## src/rtl/mips_pkg.sv

```systemverilog
// Shared widths, PC-source encodings and MEM-stage FSM state type for the MIPS pipeline.
package mips_pkg;

    localparam int unsigned MIPS_DATA_W  = 8;
    localparam int unsigned MIPS_REG_W   = 3;
    localparam int unsigned MIPS_PC_W    = 12;
    localparam int unsigned MIPS_TIMEOUT = 15;
    localparam int unsigned TMO_CNT_W    = 8;

    localparam logic [1:0] PC_SRC_SEQ  = 2'b00;
    localparam logic [1:0] PC_SRC_BEQ  = 2'b01;
    localparam logic [1:0] PC_SRC_BNE  = 2'b10;
    localparam logic [1:0] PC_SRC_JUMP = 2'b11;

    typedef enum logic [0:0] {IDLE, WAIT} mem_state_t;

    function automatic logic branch_cond(input logic [1:0] pc_src, input logic zero);
        logic taken;
        case (pc_src)
            PC_SRC_BEQ:  taken = zero;
            PC_SRC_BNE:  taken = ~zero;
            PC_SRC_JUMP: taken = 1'b1;
            default:     taken = 1'b0;
        endcase
        return taken;
    endfunction

endpackage

```

## src/rtl/mem_wb_reg.sv

```systemverilog
// MEM/WB pipeline register; a bubble clears valid and write-enable while holding the data fields.
module mem_wb_reg
    import mips_pkg::*;
#(
    parameter int unsigned DATA_W = MIPS_DATA_W,
    parameter int unsigned REG_W  = MIPS_REG_W
) (
    input  logic              clk,
    input  logic              rst_n,
    input  logic              bubble,
    input  logic              in_valid,
    input  logic [DATA_W-1:0] in_wb_data,
    input  logic [REG_W-1:0]  in_reg_write,
    input  logic              in_reg_write_signal,
    output logic              out_valid,
    output logic [DATA_W-1:0] out_wb_data,
    output logic [REG_W-1:0]  out_reg_write,
    output logic              out_reg_write_signal
);

    always_ff @(posedge clk or negedge rst_n) begin
        if (!rst_n) begin
            out_valid            <= 1'b0;
            out_wb_data          <= '0;
            out_reg_write        <= '0;
            out_reg_write_signal <= 1'b0;
        end else if (bubble) begin
            out_valid            <= 1'b0;
            out_reg_write_signal <= 1'b0;
        end else begin
            out_valid            <= in_valid;
            out_wb_data          <= in_wb_data;
            out_reg_write        <= in_reg_write;
            out_reg_write_signal <= in_reg_write_signal;
        end
    end

endmodule

```

## src/rtl/mem_stage.sv

```systemverilog
// MEM pipeline stage: req/ack data-memory access with timeout abort, branch resolution,
// upstream stall generation and the MEM/WB register.
module mem_stage
    import mips_pkg::*;
#(
    parameter int unsigned DATA_W  = MIPS_DATA_W,
    parameter int unsigned REG_W   = MIPS_REG_W,
    parameter int unsigned PC_W    = MIPS_PC_W,
    parameter int unsigned TIMEOUT = MIPS_TIMEOUT
) (
    input  logic              clk,
    input  logic              rst_n,
    input  logic              in_valid,
    input  logic [DATA_W-1:0] in_alu_result,
    input  logic [DATA_W-1:0] in_data_2,
    input  logic [REG_W-1:0]  in_reg_write,
    input  logic              in_zero,
    input  logic [PC_W-1:0]   in_new_branch_pc,
    input  logic              in_MEM_mem_read_write,
    input  logic [1:0]        in_MEM_pc_src,
    input  logic              in_WB_mem_or_alu,
    input  logic              in_WB_reg_write_signal,
    output logic              mem_req,
    output logic              mem_we,
    output logic [DATA_W-1:0] mem_addr,
    output logic [DATA_W-1:0] mem_wdata,
    input  logic [DATA_W-1:0] mem_rdata,
    input  logic              mem_ack,
    output logic              stall,
    output logic              branch_taken,
    output logic [PC_W-1:0]   branch_pc,
    output logic [DATA_W-1:0] out_wb_data,
    output logic [REG_W-1:0]  out_reg_write,
    output logic              out_WB_reg_write_signal,
    output logic              out_valid,
    output logic              mem_error
);

    localparam logic [TMO_CNT_W-1:0] TMO_LIMIT = TMO_CNT_W'(TIMEOUT);

    mem_state_t           state_q;
    logic [TMO_CNT_W-1:0] cnt_q;
    logic [TMO_CNT_W-1:0] cnt_nxt;
    logic [DATA_W-1:0]    addr_q;
    logic [DATA_W-1:0]    wdata_q;
    logic                 we_q;
    logic                 load_q;
    logic [REG_W-1:0]     reg_q;
    logic                 wsig_q;
    logic                 mem_error_q;

    logic                 acc;
    logic                 in_load;
    logic                 abort;
    logic                 wb_valid;
    logic [DATA_W-1:0]    wb_data;
    logic [REG_W-1:0]     wb_reg;
    logic                 wb_wsig;

    // A store wins over a load, so a load is only a load when no store is requested.
    assign acc     = in_valid & (in_MEM_mem_read_write | in_WB_mem_or_alu);
    assign in_load = in_WB_mem_or_alu & ~in_MEM_mem_read_write;
    assign cnt_nxt = cnt_q + 1'b1;
    assign abort   = (state_q == WAIT) & ~mem_ack & (cnt_nxt == TMO_LIMIT);

    always_ff @(posedge clk or negedge rst_n) begin
        if (!rst_n) begin
            state_q     <= IDLE;
            cnt_q       <= '0;
            addr_q      <= '0;
            wdata_q     <= '0;
            we_q        <= 1'b0;
            load_q      <= 1'b0;
            reg_q       <= '0;
            wsig_q      <= 1'b0;
            mem_error_q <= 1'b0;
        end else begin
            case (state_q)
                IDLE: begin
                    if (acc && !mem_ack) begin
                        state_q <= WAIT;
                        cnt_q   <= '0;
                        addr_q  <= in_alu_result;
                        wdata_q <= in_data_2;
                        we_q    <= in_MEM_mem_read_write;
                        load_q  <= in_load;
                        reg_q   <= in_reg_write;
                        wsig_q  <= in_WB_reg_write_signal;
                    end
                end
                WAIT: begin
                    cnt_q <= cnt_nxt;
                    if (mem_ack || abort) begin
                        state_q <= IDLE;
                    end
                end
                default: state_q <= IDLE;
            endcase
            if (abort) begin
                mem_error_q <= 1'b1;
            end
        end
    end

    always_comb begin
        mem_req   = 1'b0;
        mem_we    = 1'b0;
        mem_addr  = in_alu_result;
        mem_wdata = in_data_2;
        stall     = 1'b0;
        wb_valid  = in_valid;
        wb_data   = (acc & in_load) ? mem_rdata : in_alu_result;
        wb_reg    = in_reg_write;
        wb_wsig   = in_valid & in_WB_reg_write_signal;
        case (state_q)
            IDLE: begin
                mem_req = acc;
                mem_we  = acc & in_MEM_mem_read_write;
                stall   = acc & ~mem_ack;
            end
            WAIT: begin
                mem_req   = 1'b1;
                mem_we    = we_q;
                mem_addr  = addr_q;
                mem_wdata = wdata_q;
                stall     = ~mem_ack & ~abort;
                wb_valid  = 1'b1;
                wb_data   = abort ? '0 : (load_q ? mem_rdata : addr_q);
                wb_reg    = reg_q;
                wb_wsig   = wsig_q & ~abort;
            end
            default: ;
        endcase
        // Request and stall must fall the moment reset asserts, even with a live request upstream.
        if (!rst_n) begin
            mem_req = 1'b0;
            mem_we  = 1'b0;
            stall   = 1'b0;
        end
    end

    assign branch_taken = in_valid & ~stall & branch_cond(in_MEM_pc_src, in_zero);
    assign branch_pc    = in_new_branch_pc;
    assign mem_error    = mem_error_q;

    mem_wb_reg #(
        .DATA_W (DATA_W),
        .REG_W  (REG_W)
    ) u_mem_wb_reg (
        .clk                  (clk),
        .rst_n                (rst_n),
        .bubble               (stall),
        .in_valid             (wb_valid),
        .in_wb_data           (wb_data),
        .in_reg_write         (wb_reg),
        .in_reg_write_signal  (wb_wsig),
        .out_valid            (out_valid),
        .out_wb_data          (out_wb_data),
        .out_reg_write        (out_reg_write),
        .out_reg_write_signal (out_WB_reg_write_signal)
    );

endmodule

```

## config.mk

```make
export PLATFORM = sky130hd
export DESIGN_NAME = mem_stage
export DESIGN_NICKNAME = d
export VERILOG_FILES = /design/src/rtl/mips_pkg.sv /design/src/rtl/mem_wb_reg.sv /design/src/rtl/mem_stage.sv
export SDC_FILE = /design/constraint.sdc
export NUM_CORES = 1
export LEC_CHECK = 0
export CELL_PAD_IN_SITES_DETAIL_PLACEMENT = 1
export CELL_PAD_IN_SITES_GLOBAL_PLACEMENT = 1
export CORE_MARGIN = 1.5
export CORE_UTILIZATION = 35
export CTS_BUF_LIST = sky130_fd_sc_hd__clkbuf_2 sky130_fd_sc_hd__clkbuf_4 sky130_fd_sc_hd__clkbuf_8
export DETAILED_ROUTE_END_ITERATION = 10
export PLACE_DENSITY = 0.85
export SLEW_MARGIN = 20
export SYNTH_ARGS = -nofsm -noshare
export SYNTH_HDL_FRONTEND = slang
export SYNTH_SLANG_ARGS = --single-unit
export TNS_END_PERCENT = 1
```

## constraint.sdc

```tcl
create_clock -name clk -period 2.75 [get_ports clk]
set_clock_uncertainty 0.1 [all_clocks]
set_input_delay 0.55 -clock clk [delete_from_list [all_inputs] [get_ports clk]]
set_output_delay 0.55 -clock clk [all_outputs]
set_load 0.05 [all_outputs]
```

---- After elaboration in Yosys (flattened, before gate mapping) ----
Index checks and enable logic that the tools add are counted.
word-level totals
  register bits after elaboration ......... 45
  bits of input ports ..................... 49
  output and inout port bits .............. 46
  word-level logic and storage cells ...... 65
cells by class
  add/subtract/negate cells ............... 1
  eq/ne operators ......................... 5
  muxes and demuxes ....................... 23
  bitwise logic cells ..................... 19
  reductions and logical operators ........ 4
operator list
  cell                                                 count
  two-way mux 8 bit                                    7
  case mux 8 bit (2 select lines)                      1
  AND 1 bit                                            12
  two-way mux 1 bit                                    9
  adder 8 x 1 -> 8 bit, second input constant          1
  equality test 8 x 4 -> 1 bit, second input constant  1
  case mux 1 bit (2 select lines)                      4
  inverter 1 bit                                       6
  equality test 2 bit, second input constant           2
  two-way mux 3 bit                                    1
  case mux 1 bit (3 select lines)                      1
  equality test 2 x 1 -> 1 bit, second input constant  1
  != test 2 bit, second input constant                 1
  AND reduction 2 bit                                  1
  logical AND 1 bit                                    1
  logical NOT 1 bit                                    1
  logical OR 1 bit                                     1
  OR 1 bit                                             1

---- Longest topological paths before layout ----
Gate-level depths: netlist (run 1).
  depth in word-level cells ............... 10
  gate-level depth with buffers ........... 7

---- By module ----
Synthesis (run 1) repeated with hierarchy kept, for this count alone.
second synthesis, totals
  cell total of the unflattened synthesis .. 220
  area, all modules ....................... 2660.1 um^2
by module, submodules not included
  module      instances  cells each  area each (um^2)
  mem_stage   1          193         2152.1
  mem_wb_reg  1          27          508.0

---- Least setup slack after synthesis (run 1) ----
No wires, ideal clock.
  kind .................................... input-to-output
  start ................................... input port mem_ack
  end ..................................... output port branch_taken
  data arrival time ....................... 2.229 ns
  path slack .............................. -0.129 ns
  stages on the path ...................... 5
  path buffers ............................ 1
  cell sequence ........................... or4b_4 nor3_4 o211ai_4 buf_6 a211oi_2
on the way
  cells in the longest elaborated chain, start to end .. 10
  elaborated cells on any way between the ends .. 11
  classes of those cells .................. 2 x mux; 9 x bitwise
RTL lines
  item                                 RTL line                                             text
  from (decl)                          mem_stage.sv:28                                      input logic mem_ack,
  inverter 1 bit (*)                   mem_stage.sv:64, mem_stage.sv:119, mem_stage.sv:126
  AND 1 bit (2 in series)              mem_stage.sv:64                                      assign abort = (state_q == WAIT) & ~mem_ack & (cnt_nxt == TMO_LIMIT);
  inverter 1 bit                       mem_stage.sv:126                                     stall = ~mem_ack & ~abort;
  AND 1 bit                            mem_stage.sv:126
  case mux 1 bit (2 select lines) (*)  mem_stage.sv:115                                     case (state_q)
  two-way mux 1 bit (*)                mem_stage.sv:135                                     if (!rst_n) begin
  inverter 1 bit (*)                   mem_stage.sv:142                                     assign branch_taken = in_valid & ~stall & branch_cond(in_MEM_pc_src, in_zero);
  AND 1 bit (*) (2 in series)          mem_stage.sv:142
  to (decl)                            mem_stage.sv:30                                      output logic branch_taken,
Mark *: on every way between the ends. The rest lies on a longest branch, timed or not.

---- Final worst setup path (run 1) ----
  start ................................... register cnt_q[0]
  end ..................................... output port branch_taken
on the way
  cells in the longest elaborated chain, start to end .. 10
RTL lines
  item                             RTL line          text
  from (decl)                      mem_stage.sv:42   logic [TMO_CNT_W-1:0] cnt_q;
  from (signal assigned)           mem_stage.sv:92   cnt_q <= cnt_nxt;
  adder 8 x 1 -> 8 bit             mem_stage.sv:63   assign cnt_nxt = cnt_q + 1'b1;
  equality test 8 x 4 -> 1 bit     mem_stage.sv:64
  AND 1 bit                        mem_stage.sv:64
  inverter 1 bit                   mem_stage.sv:126
  AND 1 bit                        mem_stage.sv:126
  case mux 1 bit (2 select lines)  mem_stage.sv:115
  two-way mux 1 bit                mem_stage.sv:135
  inverter 1 bit                   mem_stage.sv:142
  AND 1 bit (2 in series)          mem_stage.sv:142
No other way between the ends.

==> results of run 1 <==
stage by stage:
step	hold slack, ns	power (mW)
floorplan	0.154	1.38
global placement	0.352	1.62
detailed placement	0.355	1.65
CTS	0.184	2.05
global route	0.193	2.13
finish	0.181	2.02
registers in the layout (all words and copies together), names as in the netlist:
name,cells
cnt_q,8
wsig_q,1
u_mem_wb_reg.out_valid,1
reg_q,3
mem_error,1
state_q,1
u_mem_wb_reg.out_reg_write_signal,1
wdata_q,8
u_mem_wb_reg.out_reg_write,3
addr_q,8
u_mem_wb_reg.out_wb_data,8
load_q,1
we_q,1
final timing paths:
kind,endpoint,slack (ns),cells past startpoint
worst max register to register,u_mem_wb_reg.out_reg_write[0],0.48,9
worst min register to register,mem_error,0.39,1
max in group asynchronous,wdata_q[1],2.11,2
min in group clk,mem_error,0.39,1
worst max-delay path,branch_taken,-0.04,7
worst min-delay path,cnt_q[6],0.18,2
Yosys cell counts (all sizes together):
cell / n
o21ai: 15
o211ai: 2
nand3b: 2
ha: 2
nor3: 2
clkbuf: 5
a21bo: 1
nor3b: 1
nand2b: 3
o2bb2ai: 16
or4b: 1
and3: 3
nor2: 8
xnor2: 2
nor2b: 1
nand3: 1
inv: 5
buf: 18
a31oi: 3
dfrtp: 45
nand2: 12
and2: 2
mux2: 43
nand4: 1
o31ai: 1
mux2i: 18
a211oi: 1
a21oi: 1
final cells by class:
type | instances | share of cell area
multi-input cells | 142 | 0.353
well taps | 96 | 0.0347
clock buffers | 5 | 0.0199
flip-flops and latches | 45 | 0.326
clock inverters | 1 | 0.00145
inverters | 5 | 0.00543
repair buffers | 93 | 0.260
worst register-to-register path, cell delays in order, from the launching register on:
cell	delay (ns)
dfrtp_1	0.38
inv_1	0.06
ha_1	0.15
or4b_4	0.47
nor3_4	0.18
o211ai_4	0.13
buf_6	0.16
nand2_2	0.08
buf_4	0.13
mux2_1	0.32
metal layers:
layer / wire [um] / part of all wire
met5: 0 / 0
met4: 38 / 0.0057
met2: 3460 / 0.52
met1: 2840 / 0.43
met3: 270 / 0.041
what timing repair did:
item,in CTS,in global routing
setup endpoints to repair,2,2
setup buffers,2,0
resized for setup,4,0
pin swaps,3,1
hold endpoints to repair,0,0
cells by family (layout without fill, tap and decap cells):
family	Yosys count	in the layout	synth area share
multiplexers	61	61	0.266
buffers and inverters	28	104	0.0652
flip-flops	45	45	0.451
XOR/XNOR	2	2	0.00702
adder cells (fa/ha/maj)	2	2	0.0100
AND/OR/NAND/NOR	37	37	0.0812
AO/OA/AOI/OAI	40	40	0.119
power by group through the flow:
stage,Clock (mW),Combinational (mW),Sequential [mW]
4_1_cts,0.400,0.793,0.858
6_report,0.382,0.781,0.858
3_5_place_dp,0,0.774,0.876
5_1_grt,0.420,0.834,0.875
3_3_place_gp,0,0.751,0.867
2_1_floorplan,0,0.439,0.944
==> impl_metrics.json, run 1 <==
{
  "netlist_top_cells_area": "dfrtp_1, mux2_2, mux2i_1",
  "multi_input_area_mm2": 0.00122,
  "final_common_cell": "clkdlybuf4s50_1",
  "track_usage": 0.184,
  "synth_fp_nets": 266,
  "clkPwrFrac": 0.189,
  "cts_hold_buf": 0,
  "tns_ns": -0.0361,
  "grt_max_degree": 30,
  "insertion_delay_ns": 0.29,
  "crit_buf_inv": 2,
  "placed_cells": 379,
  "vias": 1975,
  "dpl_cell_area_mm2": 0.00336,
  "busiest_layer": "met2",
  "io_buffers": 70,
  "fmax_mhz": 359,
  "htree_levels": 2,
  "drive_above_1_share": 0.330,
  "startpoint": "cnt_q[0]",
  "io_pins": 95,
  "yosysSeqAreaShare": 0.451,
  "failed_checks": "setup timing",
  "yosys.cell_types.count": 36,
  "grt_use_met3": 0.0389,
  "worstMarginPinSlew_ns": 0.632,
  "drtIter0Drc": 81,
  "p_sw_uw": 731,
  "p_leak_nw": 1.50,
  "final_cell_area_mm2": 0.00346,
  "hold_viol_final": 0,
  "crit_slowest_cell": "or4b_4",
  "syn_area_mm2": 0.00250,
  "synth_area_per_cell_um2": 11.6,
  "pwr-share-comb": 0.386,
  "setup-violations-final": 1,
  "grt_overflow_total": 0,
  "post-route-min-period_ns": 2.79,
  "rr_startpoint": "cnt_q[0]",
  "seqPwrFrac": 0.424,
  "critPathCaptureType": "output port",
  "fin_crit_sh": 1.01,
  "final_cell_mix": "clkdlybuf4s50_1, dfrtp_1, mux2_2, buf_4, mux2i_1",
  "cts_tree": "done",
  "final_util": 0.506,
  "ant_nets": 0,
  "finalNetCount": 343,
  "routed_via_density": 5.10,
  "grt_pass1_wl_mm": 10.9,
  "drv_slew": 0,
  "cp-start-kind": "flip-flop",
  "slowest_delay_ns": 0.47,
  "rsz0062_at_grt": "true",
  "cp.arrival_ns": 2.14,
  "die_y_um": 87.5,
  "syn-instance-count": 215,
  "status": "finished, violations left",
  "die_w_um": 87.5,
  "root_buffer": "clkbuf_8",
  "globalplace.congestion": 0.802,
  "start_util": 0.365,
  "first_pass_iters": 4,
  "worstPathCellList": "inv_1 > ha_1 > or4b_4 > nor3_4 > o211ai_4 > a211oi_4 > buf_6",
  "drc": 0,
  "finalWorstSetupSlack_ns": -0.0361,
  "layoutNonFillerInstCount": 387,
  "yosys_warnings": 0,
  "crit_family": "simple AND/OR/NAND/NOR gates",
  "maxCapViolations": 0,
  "routed_wl_mm": 6.61,
  "path_clk_slew_ns": 0.08,
  "synth_top_area_share": 0.451,
  "powerDensity_mw_per_mm2": 584,
  "clockBufferDepth": 2,
  "fill_cells": 755,
  "dp_hpwl_mm": 4.99,
  "antenna_found_initial": 0,
  "grtUsageMet2": 0.329,
  "ys_ff_latch": 45,
  "dieArea_mm2": 0.00765,
  "relSlewSlack": 0.577,
  "use_met1": 0.228,
  "worstSetupPathType": "reg -> out",
  "seqCellArea_mm2": 0.00113,
  "core_area_mm2": 0.00683,
  "cts.sinks": 45,
  "irDropWorstVdd_uv": 326,
  "cts_inserted_buffers": 5,
  "drt-wirelength-per-cell_um": 17.1,
  "switching_share": 0.362,
  "path_max_fanout": 3,
  "first_global_vias": 2210,
  "synth.largest_area_cell": "dfrtp_1",
  "row_count": 30,
  "n_antenna_cell": 0,
  "post-place-ws_ns": -0.265,
  "p_int_mw": 1.29,
  "required_ns": 2.10,
  "hold_class": "in -> async",
  "syn2layout_area_growth_pct": 38.5
}
Power figures use the tool's default switching activity.
==> run 2: changes to the inputs <==
GPL_ROUTABILITY_DRIVEN = 0   (was default)
==> results of run 2 <==
Final layout, timing and power as in run 1 (identical DEF).
==> run 3: changes to the inputs <==
CORE_ASPECT_RATIO = 1.75   (was default)
MAX_ROUTING_LAYER = met4   (was default)
==> run 3 against run 2 <==
  * The flow still finishes with violations (setup timing)
  * Combinational power is 2% lower
  * Sequential power is essentially flat
  * Design area fell by 0.43%
  * Die area is 0.26% higher
  * Fmax shrank 0.96%
  * Critical endpoint unchanged
==> impl_metrics.json, run 3 (same netlist as run 1, synthesis figures left out) <==
{
  "post-route-min-period_ns": 2.81,
  "tns_ns": -0.0631,
  "track_usage": 0.197,
  "die_y_um": 115,
  "seqCellArea_mm2": 0.00113,
  "worstMarginPinSlew_ns": 0.597,
  "final_common_cell": "clkdlybuf4s50_1",
  "multi_input_area_mm2": 0.00123,
  "rsz0062_at_grt": "true",
  "p_leak_nw": 1.48,
  "row_count": 40,
  "core_area_mm2": 0.00691,
  "setup-violations-final": 1,
  "ant_nets": 0,
  "dp_hpwl_mm": 5.04,
  "finalWorstSetupSlack_ns": -0.0631,
  "antenna_found_initial": 0,
  "path_clk_slew_ns": 0.09,
  "required_ns": 2.10,
  "hold_viol_final": 0,
  "dieArea_mm2": 0.00767,
  "insertion_delay_ns": 0.31,
  "fmax_mhz": 355,
  "irDropWorstVdd_uv": 240,
  "path_max_fanout": 3,
  "slowest_delay_ns": 0.47,
  "grt_max_degree": 30,
  "first_global_vias": 2200,
  "cts_inserted_buffers": 5,
  "final_cell_mix": "clkdlybuf4s50_1, dfrtp_1, mux2_2, buf_4, mux2i_1",
  "worstPathCellList": "inv_1 > ha_2 > or4b_4 > nor3_4 > o211ai_4 > a211oi_4 > buf_6",
  "maxCapViolations": 0,
  "hold_class": "in -> async",
  "drive_above_1_share": 0.336,
  "drtIter0Drc": 53,
  "worstSetupPathType": "reg -> out",
  "clockBufferDepth": 2,
  "syn2layout_area_growth_pct": 37.9,
  "failed_checks": "setup timing",
  "relSlewSlack": 0.601,
  "final_cell_area_mm2": 0.00344,
  "drt-wirelength-per-cell_um": 18.2,
  "drc": 0,
  "n_antenna_cell": 0,
  "io_buffers": 70,
  "cts.sinks": 45,
  "io_pins": 95,
  "cts_tree": "done",
  "fill_cells": 743,
  "critPathCaptureType": "output port",
  "start_util": 0.361,
  "finalNetCount": 339,
  "routed_wl_mm": 6.79,
  "powerDensity_mw_per_mm2": 624,
  "cp.arrival_ns": 2.16,
  "grt_overflow_total": 0,
  "dpl_cell_area_mm2": 0.00329,
  "vias": 1927,
  "cts_hold_buf": 0,
  "fin_crit_sh": 1.02,
  "status": "finished, violations left",
  "first_pass_iters": 3,
  "cp-start-kind": "flip-flop",
  "htree_levels": 2,
  "routed_via_density": 5.17,
  "grt_pass1_wl_mm": 11.0,
  "drv_slew": 0,
  "crit_slowest_cell": "or4b_4",
  "root_buffer": "clkbuf_8",
  "die_w_um": 66.8
}
## run 3: through the flow
stage / cells / setup WS, ns / util / hold slack [ns] / power (mW)
floorplan: 215 / 0.0643 / - / 0.154 / 1.38
global placement: 363 / -0.228 / 0.477 / 0.354 / 1.60
detailed placement: 363 / -0.298 / 0.477 / 0.362 / 1.63
CTS: 373 / -0.167 / 0.497 / 0.176 / 2.17
global route: 373 / -0.165 / 0.499 / 0.186 / 2.26
finish: 373 / -0.0631 / 0.499 / 0.169 / 2.15
## run 3: worst max-delay path: cells and delay by family (launching register included)
kind	cells	cell delay, ns
AO/OA/AOI/OAI	2	0.41
flip-flops	1	0.38
AND/OR/NAND/NOR	2	0.65
buffers and inverters	2	0.25
adder cells (fa/ha/maj)	1	0.17
## run 3: repair_timing
| item | CTS | global route |
|---|---|---|
| setup buffers | 2 | 0 |
| pin swaps | 3 | 2 |
| resized for setup | 4 | 5 |
| setup endpoints to repair | 2 | 2 |
## run 3: power breakdown
group          internal [mW]  switching [mW]  total (mW)  leakage, nW
sequential             0.776          0.0818       0.857        0.550
clock                  0.283           0.239       0.522       0.0588
combinational          0.334           0.435       0.769        0.874
total                   1.39           0.756        2.15         1.48
## run 3: layout make-up
class / instances / share of cell area
Timing Repair Buffer: 89 / 0.245
Clock inverter: 2 / 0.0113
Tap cell: 84 / 0.0305
Multi-Input combinational cell: 142 / 0.357
Clock buffer: 6 / 0.0222
Sequential cell: 45 / 0.327
Inverter: 5 / 0.00618
## run 3: per-layer routing
layer,up-vias,part of all wire,GRT usage
li1,902,-,-
met1,973,0.37,0.205
met2,44,0.57,0.359
met3,8,0.031,0.0295
met4,0,0.022,0.0816
met5,-,0,-
## run 3: worst paths after layout
| path | start | end | slack [ns] | cells past startpoint |
|---|---|---|---|---|
| setup / recovery | cnt_q[0] | branch_taken | -0.06 | 7 |
| hold / removal | rst_n | state_q | 0.17 | 2 |
| setup reg to reg | cnt_q[0] | u_mem_wb_reg.out_reg_write[1] | 0.48 | 9 |
| hold reg to reg | mem_error | mem_error | 0.39 | 1 |
| max in group asynchronous | rst_n | cnt_q[1] | 2.12 | 2 |
| min in group clk | mem_error | mem_error | 0.39 | 1 |
==> edit: new RTL, flow settings as in run 2 <==
The package constant `MIPS_DATA_W` goes from 8 to 10.
--- a/src/rtl/mips_pkg.sv
+++ b/src/rtl/mips_pkg.sv
@@ -1,7 +1,7 @@
 // Shared widths, PC-source encodings and MEM-stage FSM state type for the MIPS pipeline.
 package mips_pkg;
 
-    localparam int unsigned MIPS_DATA_W  = 8;
+    localparam int unsigned MIPS_DATA_W  = 10;
     localparam int unsigned MIPS_REG_W   = 3;
     localparam int unsigned MIPS_PC_W    = 12;
     localparam int unsigned MIPS_TIMEOUT = 15;
Interface: changed (6 resized); port bits go from 95 to 107. The function was not compared with the original's and may differ.
==> edit against run 2 <==
The flow still finishes with violations (setup timing); combinational power is 37% higher; area after synthesis is 14% higher; cell count is 13% higher; sequential cell count is 6 higher; count of clock-buffer cells in the layout is 1 higher; register-to-register slack worse by 0.12 ns; setup slack worse by 0.093 ns; cell area is 20% higher; wire length is 25% higher; global-route usage is 1.6 points higher; power is 30% higher; largest cell class unchanged; highest routed layer unchanged.
==> edit: results (changes against run 2) <==
* Met3 WL at 445 um (+65%)
* Met2 Use GR at 35.7% (+2.8 points)
* Sequential-to-total area share from yosys stat at 44.7% (-0.40 points)
* Met2 routed WL at 4420 um (+28%)
* Port Buffers at 82 (+17%)
* Syn_nets at 310 (+17%)
* Post-synth top cells: mux2_2, dfrtp_1, nand2_1
* DP Cell Count at 429 (+13%)
* 1st-iter DRT viols at 49 (-40%)
* Largest cells by area after synthesis: dfrtp_1, mux2_2, buf_4
* CP max stage cell: dfrtp_1
* Status: complete, but fails checks
* Final setup violation count at 2 (+1)
* Postcts setup bufs at 0 (-2)
* Clk slew on worst S/H paths at 0.10 ns (+0.02 ns)
* Violated checks: setup timing
* Setup TNS at -0.247 ns (-0.211 ns)
* Worst setup path end: branch_taken
* Met3 usage at 4.23% (+0.34 points)
* Clock Latency Late Sink at 0.31 ns (+0.02 ns)
* Post-CTS resize count at 6 (+2)
* Pin count of the biggest net entering global routing at 40 (+33%)
* Layout cells sized above 1 at 40.0% (+7.0 points)
* R2R depth at 8 (-1)
* Worst VDD drop at 0.000297 V (-8.9%)
* Total Routing Usage GR at 20.0% (+1.6 points)
* CP peak stage delay at 0.36 ns (-0.11 ns)
* Routed WL at 8240 um (+25%)
* Placed Area at 4020 um^2 (+19%)
* Via count at 2,298 (+16%)
* Fin cells at 437 (+13%)
* Global-route met1 utilization at 23.8% (+1.1 points)
* DP Worst Slack at -0.120 ns (+0.145 ns)
* Global-route wire length before repair at 13,400 um (+23%)
* Fin worst setup slack at -0.129 ns (-0.0930 ns)
* Worst R2R Setup Slack at 0.36 ns (-0.12 ns)
* Post-Route M1 WL at 3190 um (+12%)
* CP arrival at 2.23 ns (+0.09 ns)
* Nets at 391 (+14%)
* Measured slew at the worst slew-check pin at 0.763 ns (+0.131 ns)
* Leakage at 1.71 nW (+14%)
edit: cell count changes in the layout (fill, tap and decap cells not counted), sizes merged, moves of 2 or more:
| cell | before | now |
|---|---|---|
| mux2 | 43 | 73 |
| mux2i | 18 | 1 |
| o2bb2ai | 16 | 1 |
| a21oi | 1 | 15 |
| a22oi | 0 | 10 |
| clkdlybuf4s50 | 48 | 57 |
| nand2 | 12 | 20 |
| o21ai | 15 | 8 |
| dfrtp | 45 | 51 |
| nand3 | 1 | 4 |
| inv | 5 | 7 |
| nand2b | 3 | 1 |
| o211ai | 2 | 0 |
| xor2 | 0 | 2 |
edit: layout make-up:
cell class / count / area (um^2)
fill: 819 / 3650
multi-input combinational: 170 / 1430
sequential: 51 / 1280
timing repair buffer: 100 / 1180
tap: 102 / 128
clock buffer: 6 / 82.6
clock inverter: 2 / 38.8
inverter: 6 / 22.5
edit: cell families (layout without fill, tap and decap cells):
| group | count (synthesis) | count (layout) | synth area share (%) |
|---|---|---|---|
| multiplexers | 74 | 74 | 29.2 |
| flip-flops | 51 | 51 | 44.7 |
| AND/OR/NAND/NOR | 49 | 49 | 8.46 |
| AO/OA/AOI/OAI | 42 | 42 | 9.78 |
| buffers and inverters | 32 | 114 | 6.09 |
| XOR/XNOR | 3 | 3 | 0.921 |
| adder cells (fa/ha/maj) | 2 | 2 | 0.877 |
edit: power by group:
part | internal, mW | switching [mW]
registers | 0.891 | 0.113
logic | 0.516 | 0.555
clock network | 0.300 | 0.260
total | 1.71 | 0.928
edit: per-stage QoR:
stage | utilization (%) | hold WS [ns]
floorplan | - | 0.154
finish | 53.3 | 0.132
CTS | 53.2 | 0.136
detailed placement | 51.4 | 0.384
global route | 53.3 | 0.148
global placement | 51.4 | 0.358
